===== config.mk =====
export PLATFORM = sky130hd
export DESIGN_NAME = mac_vlg_frame_fifo
export DESIGN_NICKNAME = d
export VERILOG_FILES = /design/src/rtl/mac_vlg_pkg.sv /design/src/rtl/mac_vlg_frame_fifo_ram.sv /design/src/rtl/mac_vlg_frame_fifo.sv
export SDC_FILE = /design/constraint.sdc
export NUM_CORES = 2
export LEC_CHECK = 0
export BUFFER_PORTS_ARGS = -buffer_cell sky130_fd_sc_hd__buf_2
export CAP_MARGIN = 20
export CORE_MARGIN = 5
export CORE_UTILIZATION = 35
export DETAILED_ROUTE_END_ITERATION = 7
export GPL_TIMING_DRIVEN = 1
export PLACE_DENSITY_LB_ADDON = 0.05
export SLEW_MARGIN = 0
export SYNTH_ARGS = -nofsm -noshare
export SYNTH_HDL_FRONTEND = slang
export SYNTH_HIERARCHICAL = 1
export SYNTH_SLANG_ARGS = --single-unit

===== constraint.sdc =====
create_clock -name clk -period 17.3 [get_ports clk]
set_input_delay 5.19 -clock clk [delete_from_list [all_inputs] [get_ports clk]]
set_output_delay 5.19 -clock clk [all_outputs]
set_load 0.03 [all_outputs]

===== src/rtl/mac_vlg_pkg.sv =====
// Shared definitions for the MAC store-and-forward frame FIFO.
//   rd_state_t   : read-side FSM states (idle, frame readout, inter-frame gap)
//   DROP_CNT_W   : width of the discarded-frame counter
//   DROP_CNT_MAX : saturation value of that counter
package mac_vlg_pkg;

    typedef enum logic [1:0] {
        RD_IDLE = 2'd0,
        RD_READ = 2'd1,
        RD_GAP  = 2'd2
    } rd_state_t;

    localparam int DROP_CNT_W = 16;
    localparam logic [DROP_CNT_W-1:0] DROP_CNT_MAX = '1;

endpackage


===== src/rtl/mac_vlg_frame_fifo_ram.sv =====
// Simple dual-port RAM for the frame FIFO data buffer: one write port and one
// read port whose data is registered (one cycle latency). No reset, so it maps
// onto block RAM.
//   clk   : clock for both ports
//   we    : write enable, waddr/wdata : write address and data
//   re    : read enable,  raddr       : read address
//   rdata : registered read data, valid the cycle after re
module mac_vlg_frame_fifo_ram #(
    parameter int DATA_W = 8,
    parameter int ADDR_W = 8
) (
    input  logic              clk,
    input  logic              we,
    input  logic [ADDR_W-1:0] waddr,
    input  logic [DATA_W-1:0] wdata,
    input  logic              re,
    input  logic [ADDR_W-1:0] raddr,
    output logic [DATA_W-1:0] rdata
);

    logic [DATA_W-1:0] mem [2**ADDR_W];

    always_ff @(posedge clk) begin
        if (we) begin
            mem[waddr] <= wdata;
        end
        if (re) begin
            rdata <= mem[raddr];
        end
    end

endmodule


===== src/rtl/mac_vlg_frame_fifo.sv =====
// Store-and-forward frame FIFO. Frames are written as contiguous valid_in runs
// and only become readable once complete and error-free; bad or oversized
// frames are rolled back and counted. Committed frame lengths are held in a
// small length queue that drives the read FSM.
//   clk, rst              : clock, asynchronous active-high reset
//   data_in/valid_in      : write stream, one high run of valid_in = one frame
//   error_in              : marks the current frame bad when seen with valid_in
//   data_out/valid_out    : read stream, valid_out gap-free for a whole frame
//   sof_out/eof_out       : first / last word markers of an output frame
//   drop_cnt              : saturating count of discarded frames
//   overflow              : one-cycle pulse when a frame is dropped for space
//
// Stream semantics: there is no back-pressure in either direction. A word is
// transferred on every clock edge where valid_in (or valid_out) is high; the
// producer cannot be stalled and the consumer must accept every valid word.
module mac_vlg_frame_fifo
    import mac_vlg_pkg::*;
#(
    parameter int DATA_W     = 8,
    parameter int FIFO_DEPTH = 8,
    parameter int LEN_DEPTH  = 3,
    parameter int IFG        = 1
) (
    input  logic                  clk,
    input  logic                  rst,
    input  logic [DATA_W-1:0]     data_in,
    input  logic                  valid_in,
    input  logic                  error_in,
    output logic [DATA_W-1:0]     data_out,
    output logic                  valid_out,
    output logic                  sof_out,
    output logic                  eof_out,
    output logic [DROP_CNT_W-1:0] drop_cnt,
    output logic                  overflow
);

    localparam int PTR_W      = FIFO_DEPTH + 1;
    localparam int LQ_PTR_W   = LEN_DEPTH + 1;
    localparam int LQ_ENTRIES = 2**LEN_DEPTH;
    localparam logic [PTR_W-1:0] FIFO_WORDS = {1'b1, {FIFO_DEPTH{1'b0}}};
    localparam logic [PTR_W-1:0] LEN_ONE    = PTR_W'(1);
    localparam logic [3:0]       IFG_M1     = 4'(IFG - 1);

    // ---------------- write side ----------------
    logic [PTR_W-1:0] wr_ptr;
    logic [PTR_W-1:0] commit_ptr;
    logic [PTR_W-1:0] rd_ptr;
    logic [PTR_W-1:0] frame_len;
    logic [PTR_W-1:0] used;
    logic             prev_valid;
    logic             bad;
    logic             bad_ovf;
    logic             no_space;
    logic             wr_en;
    logic             frame_end;
    logic             frame_drop;
    logic             drop_ovf;

    // ---------------- length queue ----------------
    logic [PTR_W-1:0]    lq_mem [LQ_ENTRIES];
    logic [LQ_PTR_W-1:0] lq_wr_ptr;
    logic [LQ_PTR_W-1:0] lq_rd_ptr;
    logic [PTR_W-1:0]    lq_head;
    logic                lq_full;
    logic                lq_empty;
    logic                lq_push;
    logic                lq_pop;

    // ---------------- read side ----------------
    rd_state_t         rd_state;
    rd_state_t         rd_state_d;
    logic [PTR_W-1:0]  rem_q;
    logic [PTR_W-1:0]  rem_d;
    logic [3:0]        gap_q;
    logic [3:0]        gap_d;
    logic              rd_en;
    logic              rd_sof;
    logic              rd_eof;
    logic              rd_vld_q;
    logic              rd_sof_q;
    logic              rd_eof_q;
    logic [DATA_W-1:0] ram_rdata;

    // Occupancy counts words still owned by the reader; extra MSB on the
    // pointers distinguishes a full buffer from an empty one.
    assign used      = wr_ptr - rd_ptr;
    assign no_space  = (used == FIFO_WORDS);
    assign wr_en     = valid_in && !no_space;
    assign frame_end = prev_valid && !valid_in;

    assign lq_empty = (lq_wr_ptr == lq_rd_ptr);
    assign lq_full  = (lq_wr_ptr[LEN_DEPTH] != lq_rd_ptr[LEN_DEPTH]) &&
                      (lq_wr_ptr[LEN_DEPTH-1:0] == lq_rd_ptr[LEN_DEPTH-1:0]);
    assign lq_head  = lq_mem[lq_rd_ptr[LEN_DEPTH-1:0]];

    // A good frame with nowhere to record its length is dropped like an
    // overflowed one.
    assign lq_push    = frame_end && !bad && !lq_full;
    assign frame_drop = frame_end && (bad || lq_full);
    assign drop_ovf   = frame_end && (bad_ovf || (!bad && lq_full));

    always_ff @(posedge clk or posedge rst) begin
        if (rst) begin
            wr_ptr     <= '0;
            commit_ptr <= '0;
            frame_len  <= '0;
            prev_valid <= 1'b0;
            bad        <= 1'b0;
            bad_ovf    <= 1'b0;
            drop_cnt   <= '0;
            overflow   <= 1'b0;
            lq_wr_ptr  <= '0;
            for (int i = 0; i < LQ_ENTRIES; i++) begin
                lq_mem[i] <= '0;
            end
        end else begin
            prev_valid <= valid_in;
            overflow   <= drop_ovf;
            if (wr_en) begin
                wr_ptr    <= wr_ptr + LEN_ONE;
                frame_len <= frame_len + LEN_ONE;
            end
            if (valid_in && (error_in || no_space)) begin
                bad <= 1'b1;
            end
            if (valid_in && no_space) begin
                bad_ovf <= 1'b1;
            end
            // frame_end only occurs with valid_in low, so it never collides
            // with the write updates above.
            if (frame_end) begin
                frame_len <= '0;
                bad       <= 1'b0;
                bad_ovf   <= 1'b0;
                if (frame_drop) begin
                    wr_ptr <= commit_ptr;
                    if (drop_cnt != DROP_CNT_MAX) begin
                        drop_cnt <= drop_cnt + 16'd1;
                    end
                end else begin
                    commit_ptr <= wr_ptr;
                end
            end
            if (lq_push) begin
                lq_mem[lq_wr_ptr[LEN_DEPTH-1:0]] <= frame_len;
                lq_wr_ptr <= lq_wr_ptr + LQ_PTR_W'(1);
            end
        end
    end

    // Read FSM: IDLE pops a length and issues the first word, READ issues one
    // word per cycle, GAP spaces frames so exactly IFG idle cycles separate
    // eof_out from the next sof_out.
    always_comb begin
        rd_state_d = rd_state;
        rem_d      = rem_q;
        gap_d      = gap_q;
        rd_en      = 1'b0;
        rd_sof     = 1'b0;
        rd_eof     = 1'b0;
        lq_pop     = 1'b0;
        case (rd_state)
            RD_IDLE: begin
                if (!lq_empty) begin
                    lq_pop = 1'b1;
                    rd_en  = 1'b1;
                    rd_sof = 1'b1;
                    rem_d  = lq_head - LEN_ONE;
                    if (lq_head == LEN_ONE) begin
                        rd_eof     = 1'b1;
                        gap_d      = IFG_M1;
                        rd_state_d = RD_GAP;
                    end else begin
                        rd_state_d = RD_READ;
                    end
                end
            end
            RD_READ: begin
                rd_en = 1'b1;
                rem_d = rem_q - LEN_ONE;
                if (rem_q == LEN_ONE) begin
                    rd_eof     = 1'b1;
                    gap_d      = IFG_M1;
                    rd_state_d = RD_GAP;
                end
            end
            RD_GAP: begin
                if (gap_q == 4'd0) begin
                    rd_state_d = RD_IDLE;
                end else begin
                    gap_d = gap_q - 4'd1;
                end
            end
            default: begin
                rd_state_d = RD_IDLE;
            end
        endcase
    end

    always_ff @(posedge clk or posedge rst) begin
        if (rst) begin
            rd_state  <= RD_IDLE;
            rem_q     <= '0;
            gap_q     <= '0;
            rd_ptr    <= '0;
            lq_rd_ptr <= '0;
            rd_vld_q  <= 1'b0;
            rd_sof_q  <= 1'b0;
            rd_eof_q  <= 1'b0;
            valid_out <= 1'b0;
            sof_out   <= 1'b0;
            eof_out   <= 1'b0;
            data_out  <= '0;
        end else begin
            rd_state <= rd_state_d;
            rem_q    <= rem_d;
            gap_q    <= gap_d;
            if (rd_en) begin
                rd_ptr <= rd_ptr + LEN_ONE;
            end
            if (lq_pop) begin
                lq_rd_ptr <= lq_rd_ptr + LQ_PTR_W'(1);
            end
            // Stage 1 tracks the RAM read in flight, stage 2 is the output
            // register; data_out only loads with a valid word so it holds
            // otherwise.
            rd_vld_q  <= rd_en;
            rd_sof_q  <= rd_sof;
            rd_eof_q  <= rd_eof;
            valid_out <= rd_vld_q;
            sof_out   <= rd_vld_q && rd_sof_q;
            eof_out   <= rd_vld_q && rd_eof_q;
            if (rd_vld_q) begin
                data_out <= ram_rdata;
            end
        end
    end

    mac_vlg_frame_fifo_ram #(
        .DATA_W (DATA_W),
        .ADDR_W (FIFO_DEPTH)
    ) u_ram (
        .clk   (clk),
        .we    (wr_en),
        .waddr (wr_ptr[FIFO_DEPTH-1:0]),
        .wdata (data_in),
        .re    (rd_en),
        .raddr (rd_ptr[FIFO_DEPTH-1:0]),
        .rdata (ram_rdata)
    );

endmodule


# Word level (Yosys, flattened, before mapping)
# Memory sizes are Yosys's and may differ from the RTL's. A register that Yosys moved wholly into a read port is not among the register bits.
# Cells that the tools add are included.
# W data, S select, Z words.
[word_totals]
input_bits = 12
wordCells = 128
reg_bits = 165
mem_count = 1
ramBits = 2048
[mem_list]
columns = ["memory", "words", "word_bits", "read_ports", "rd_clocked_by_memory_dff", "write_ports", "line", "rtl"]
rows = [
  ["u_ram.mem", 256, 8, 1, 1, 1, "mac_vlg_frame_fifo_ram.sv:21", "logic [DATA_W-1:0] mem [2**ADDR_W];"],
]
[op_classes]
eq_ne = 14
n_bitwise = 3
n_mux = 36
addsub = 10
magnitude_cmp = 3
reduce_logical = 32
[op_table]
columns = ["op", "n"]
rows = [
  ["$mux W9", 9],
  ["$bwmux W72", 1],
  ["$add A9 B1 Y9 const B", 3],
  ["$bmux W9 S3", 1],
  ["$demux W9 S3", 1],
  ["$eq A9 B1 Y1 const B", 2],
  ["$pmux W9 S2", 1],
  ["$sub A9 B1 Y9 const B", 2],
  ["$add A16 B1 Y16 const B", 1],
  ["$mux W4", 4],
  ["$ne A16 B16 Y1 const B", 1],
  ["$logic_and A1 B1 Y1", 13],
  ["$pmux W4 S3", 1],
  ["$mux W1", 11],
  ["$ne A2 B2 Y1 const B", 5],
  ["$eq A9 B9 Y1 const B", 1],
  ["$sub A9 B9 Y9", 1],
  ["$add A4 B1 Y4 const B", 2],
  ["$ge A4 B4 Y1 const B", 2],
  ["$mux W2", 4],
  ["$not A3 Y4", 2],
  ["$reduce_bool A2 Y1", 4],
  ["$pmux W2 S3", 1],
  ["$reduce_and A3 Y1", 2],
  ["other kinds (16)", 23],
]

# Depth between registers and ports, before layout
[depth]
word_depth = 8
ltp_mapped = 15
ltp_nobuf = 12

# Hierarchy
# Netlist, hierarchy kept.
[by_module_without_submodules]
columns = ["module", "area_each_um2", "n_inst", "cells_each"]
rows = [
  ["mac_vlg_frame_fifo_ram", 79636.4, 1, 3733],
  ["mac_vlg_frame_fifo", 8087.8, 1, 688],
]

# Worst setup path before layout
# Ideal clock, no wire load.
[synth_path]
kind = "input port to flip-flop"
start = "input port valid_in"
end = "memory u_ram.mem[234][0] (enable)"
path_stages = 7
setup_slack_ps = 10026
arrival_time_ps = 6903
setup_time_ps = 370
cell_sequence = "or2b_4 -> inv_4 -> clkbuf_1 -> buf_1 -> nand3_1 -> clkbuf_1 -> nor2_1"
[synth_between]
elab_chain_len = 3
[synth_rtl]
columns = ["element", "line", "rtl"]
rows = [
  ["start: declaration", "mac_vlg_frame_fifo.sv:27", "input logic valid_in,"],
  ["$logic_and A1 B1 Y1", "mac_vlg_frame_fifo.sv:88", "assign wr_en = valid_in && !no_space;"],
  ["via wr_en", "mac_vlg_frame_fifo.sv:54", "logic wr_en;"],
  ["$mux W1", "mac_vlg_frame_fifo_ram.sv:24", "if (we) begin"],
  ["$mux W1 (not written as such)", "mac_vlg_frame_fifo_ram.sv:25", "mem[waddr] <= wdata;"],
  ["end: declaration", "mac_vlg_frame_fifo_ram.sv:21", ""],
]
# The timed path passes the listed nets, and every way through them passes these cells.

# Worst setup path after layout
[layout_path]
start = "input port valid_in"
end = "memory u_ram.mem[238][3] (enable)"
# The elaborated chain is that of the path after synthesis.

==> flow_summary.json <==
{
  "run_status": "complete, no violations",
  "endpoint_kind": "flip-flop",
  "post_cts_resized": 0,
  "cts_buffer_depth": 3,
  "timing.critical_path.cells": "buf_2, or2b_4, inv_4, nand4_1, buf_4, nor2_1",
  "rsz0062_at_grt": "no",
  "die_area_mm2": 0.261,
  "detail-route-antenna-nets": 0,
  "relSlewSlack": 0.181,
  "report.power.total_uw": 15800,
  "first_global_vias": 44400,
  "post-synth-top-area-fraction": 0.704,
  "asyncSetResetFlopFracSynth": 0.0743,
  "timing_max_transition_violations_final": 0,
  "syn-mean-instance-area_um2": 19.8,
  "cell_count_after_synthesis": 4421,
  "fmax_mhz": 130,
  "worst_setup_path_start_kind": "input pin",
  "post_cts_repair_timing_setup_buffer_count": 0,
  "timing_hold_violations_final": 0,
  "starting_utilization_of_the_core_area": 0.352,
  "fin_worst_skew_ns": 0.0457,
  "leakagePower_uw": 0.0317,
  "cts_tree": "yes",
  "htree_num_levels": 4,
  "finalSetupViolCount": 0,
  "cap_viol_max_count": 0,
  "cts-root-buf": "sky130_fd_sc_hd__clkbuf_16",
  "number_of_buffers_created_by_cts": 234,
  "cp_data_required_time_ns": 17.78,
  "ys_types": 81,
  "floorplan.core_area_mm2": 0.249,
  "synth.largest_area_cell": "sky130_fd_sc_hd__edfxtp_1",
  "timing.hold.ws_ns": 0.448,
  "netlist_area_mm2": 0.0877,
  "timing.setup.tns_ns": 0,
  "clkLatencyLatePin_ns": 0.86,
  "ys_dominant_reg_cell": "sky130_fd_sc_hd__edfxtp_1",
  "grt_max_degree": 134,
  "worst_ir_drop_vdd_mv": 0.149,
  "timing.critical_path.buf_inv": 3,
  "track_usage": 0.194,
  "detail_route.vias_per_cell": 5.44,
  "detail_route.wirelength_um": 258000,
  "detailedRoute.firstIterationViolations": 4344,
  "final_util": 0.400,
  "synthToLayoutAreaGrowth_pct": 13.7,
  "num_io_pins": 40,
  "antenna_found_initial": 21,
  "wl_per_cell_um": 32.0,
  "crit_slowest_cell": "sky130_fd_sc_hd__nand4_1",
  "worst-endpoint-arrival_ns": 8.18,
  "place.gp.congestion": 0.805,
  "first_pass_iters": 5,
  "floorplan.die.width_um": 511,
  "power_density_mw_per_mm2": 159,
  "post_cts_hold_buffer_count": 0,
  "global_route_wire_length_before_repair_um": 362000,
  "cts.reportedPaths.clkPinSlew_ns": 0.06,
  "std_cell_rows": 183,
  "synth.area.top_cells": "sky130_fd_sc_hd__edfxtp_1 (70%), sky130_fd_sc_hd__mux4_2 (12%), sky130_fd_sc_hd__dfrtp_1 (4.7%)",
  "place.detailed.hpwl_um": 160000,
  "port_buffers": 39,
  "synth_edf_count": 2056,
  "timing_worst_slew_pin_value_ns": 1.23,
  "clock_sinks": 2221,
  "drc": 0,
  "crit_fanout": 28,
  "drive_above_1_share": 0.237,
  "synth.ff_latch_count": 2221,
  "seq_area_frac_synth": 0.751,
  "min_period_over_period": 0.445,
  "synth_nets": 4452,
  "hp_class": "reg2reg",
  "layout.nets": 4575,
  "vias": 44000,
  "yosysWarnings": 6,
  "slowest_delay_ns": 0.87,
  "finalWorstPathRequiredPeriod_ns": 7.69,
  "chipHeight_um": 511,
  "critPathKind": "in2reg",
  "path_delay_family": "simple AND/OR/NAND/NOR gates",
  "grt_remaining_overflow": 0
}
-- per-layer routing --
layer  track usage  wire length, um  vias to the layer above
met2         0.295           118000                     1379
li1              -                -                    18500
met4        0.0434             5220                        0
met3        0.0371            15700                      269
met1         0.291           120000                    23900
met5             0                0                        -
-- registers in the layout (all words and copies together) (netlist names) --
name and count:
u_ram/rdata 8, lq_mem 72, gap_q 4, rd_sof_q 1, rd_state 2, wr_ptr 9
frame_len 9, rem_q 9, eof_out 1, commit_ptr 9, rd_ptr 9, overflow 1
rd_eof_q 1, bad_ovf 1, data_out 8, valid_out 1, lq_rd_ptr 4, u_ram/mem 2048
prev_valid 1, sof_out 1, rd_vld_q 1, drop_cnt 16, lq_wr_ptr 4, bad 1
-- kinds of logic (layout without fill, tap and decap cells) --
family	after synthesis	in the layout	share of synthesized area
AOI/OAI and AO/OA	460	460	0.0371
xor gates and xnor gates	45	45	0.00458
adders and majority gates	19	19	0.00271
buffers and inverters	289	621	0.0191
DFF	2221	2221	0.751
muxes	704	704	0.149
other	0	4	0
and+or+nand+nor	683	683	0.0365
-- synth_stat cells (25+ instances only) --
cell type and count:
sky130_fd_sc_hd__a21oi_1 114, sky130_fd_sc_hd__a22oi_1 133, sky130_fd_sc_hd__buf_2 39, sky130_fd_sc_hd__buf_4 28
sky130_fd_sc_hd__clkbuf_1 134, sky130_fd_sc_hd__dfrtp_1 165, sky130_fd_sc_hd__edfxtp_1 2056, sky130_fd_sc_hd__mux2_2 83
sky130_fd_sc_hd__mux2i_1 147, sky130_fd_sc_hd__mux4_2 472, sky130_fd_sc_hd__nand2_1 114, sky130_fd_sc_hd__nand3_1 70
sky130_fd_sc_hd__nor2_1 315, sky130_fd_sc_hd__nor2b_1 35, sky130_fd_sc_hd__nor3_1 30, sky130_fd_sc_hd__nor4_1 25
sky130_fd_sc_hd__o221ai_1 46, sky130_fd_sc_hd__o22ai_1 32, sky130_fd_sc_hd__xnor2_1 27
-- path summary, 6_finish.rpt --
| kind | slack, ns | startpoint | cells after the start | endpoint |
|---|---|---|---|---|
| setup / recovery | 9.61 | valid_in | 6 | u_ram/mem[238][3]$_DFFE_PP_ |
| hold / removal | 0.45 | rd_eof_q$_DFF_PP0_ | 1 | eof_out$_DFF_PP0_ |
| setup reg to reg | 11.43 | rd_ptr[1]$_DFFE_PP0P_ | 13 | u_ram/mem[238][3]$_DFFE_PP_ |
| hold reg to reg | 0.45 | rd_eof_q$_DFF_PP0_ | 1 | eof_out$_DFF_PP0_ |
| max in group asynchronous | 11.27 | rst | 5 | rd_ptr[0]$_DFFE_PP0P_ |
| min in group asynchronous | 4.36 | rst | 2 | drop_cnt[8]$_DFFE_PP0P_ |
-- metrics by stage --
step	area, um2	setup slack [ns]	std cells
2_1_floorplan	87700	7.65	4421
3_5_place_dp	91700	8.59	7635
5_1_grt	99700	9.56	8085
6_report	99700	9.61	8087
4_1_cts	99700	9.56	8080
3_3_place_gp	91600	8.66	7633
-- report_power, final --
group,internal [uW],switching (uW)
Combinational,1660,2760
Clock,3060,2140
Sequential,6040,202
-- area by class of cell --
class                      instances  area, um2
timing repair buffer             152       1250
sequential                      2221      65900
multi-input combinational       1911      20300
clock inverter                   166       1800
inverter                          24        100
antenna                            4       10.0
tap                             3330       4170
fill                           22400     149000
clock buffer                     279       6190
-- worst register-to-register path: cells and delay by family (launching register included) --
kind                     cells  cell delay, ns
multiplexers                 1            0.30
adder cells (fa/ha/maj)      1            0.35
AO/OA/AOI/OAI                2            0.31
AND/OR/NAND/NOR              6            2.48
flip-flops                   1            0.98
buffers and inverters        3            1.08
-- layout by cell type (no fill, tap or decap), drive strengths merged, types with 8 or more instances in the layout --
master and n:
and3 8, a221oi 18, o21ai 25, o221ai 47, ha 19, clkbuf 280
a22oi 133, clkinvlp 19, mux2i 147, a22o 8, nand2b 11, nor2b 35
o211ai 20, xnor2 27, nor3 32, a211oi 18, and2 12, nand2 114
xor2 18, inv 31, bufinv 34, clkinv 106, dfrtp 165, mux4 474
mux2 83, nor2 315, a21oi 114, nor4 30, edfxtp 2056, buf 151
o311ai 9, nand3 71, nand4 20, o22ai 32
(Power assumes the default switching activity.)
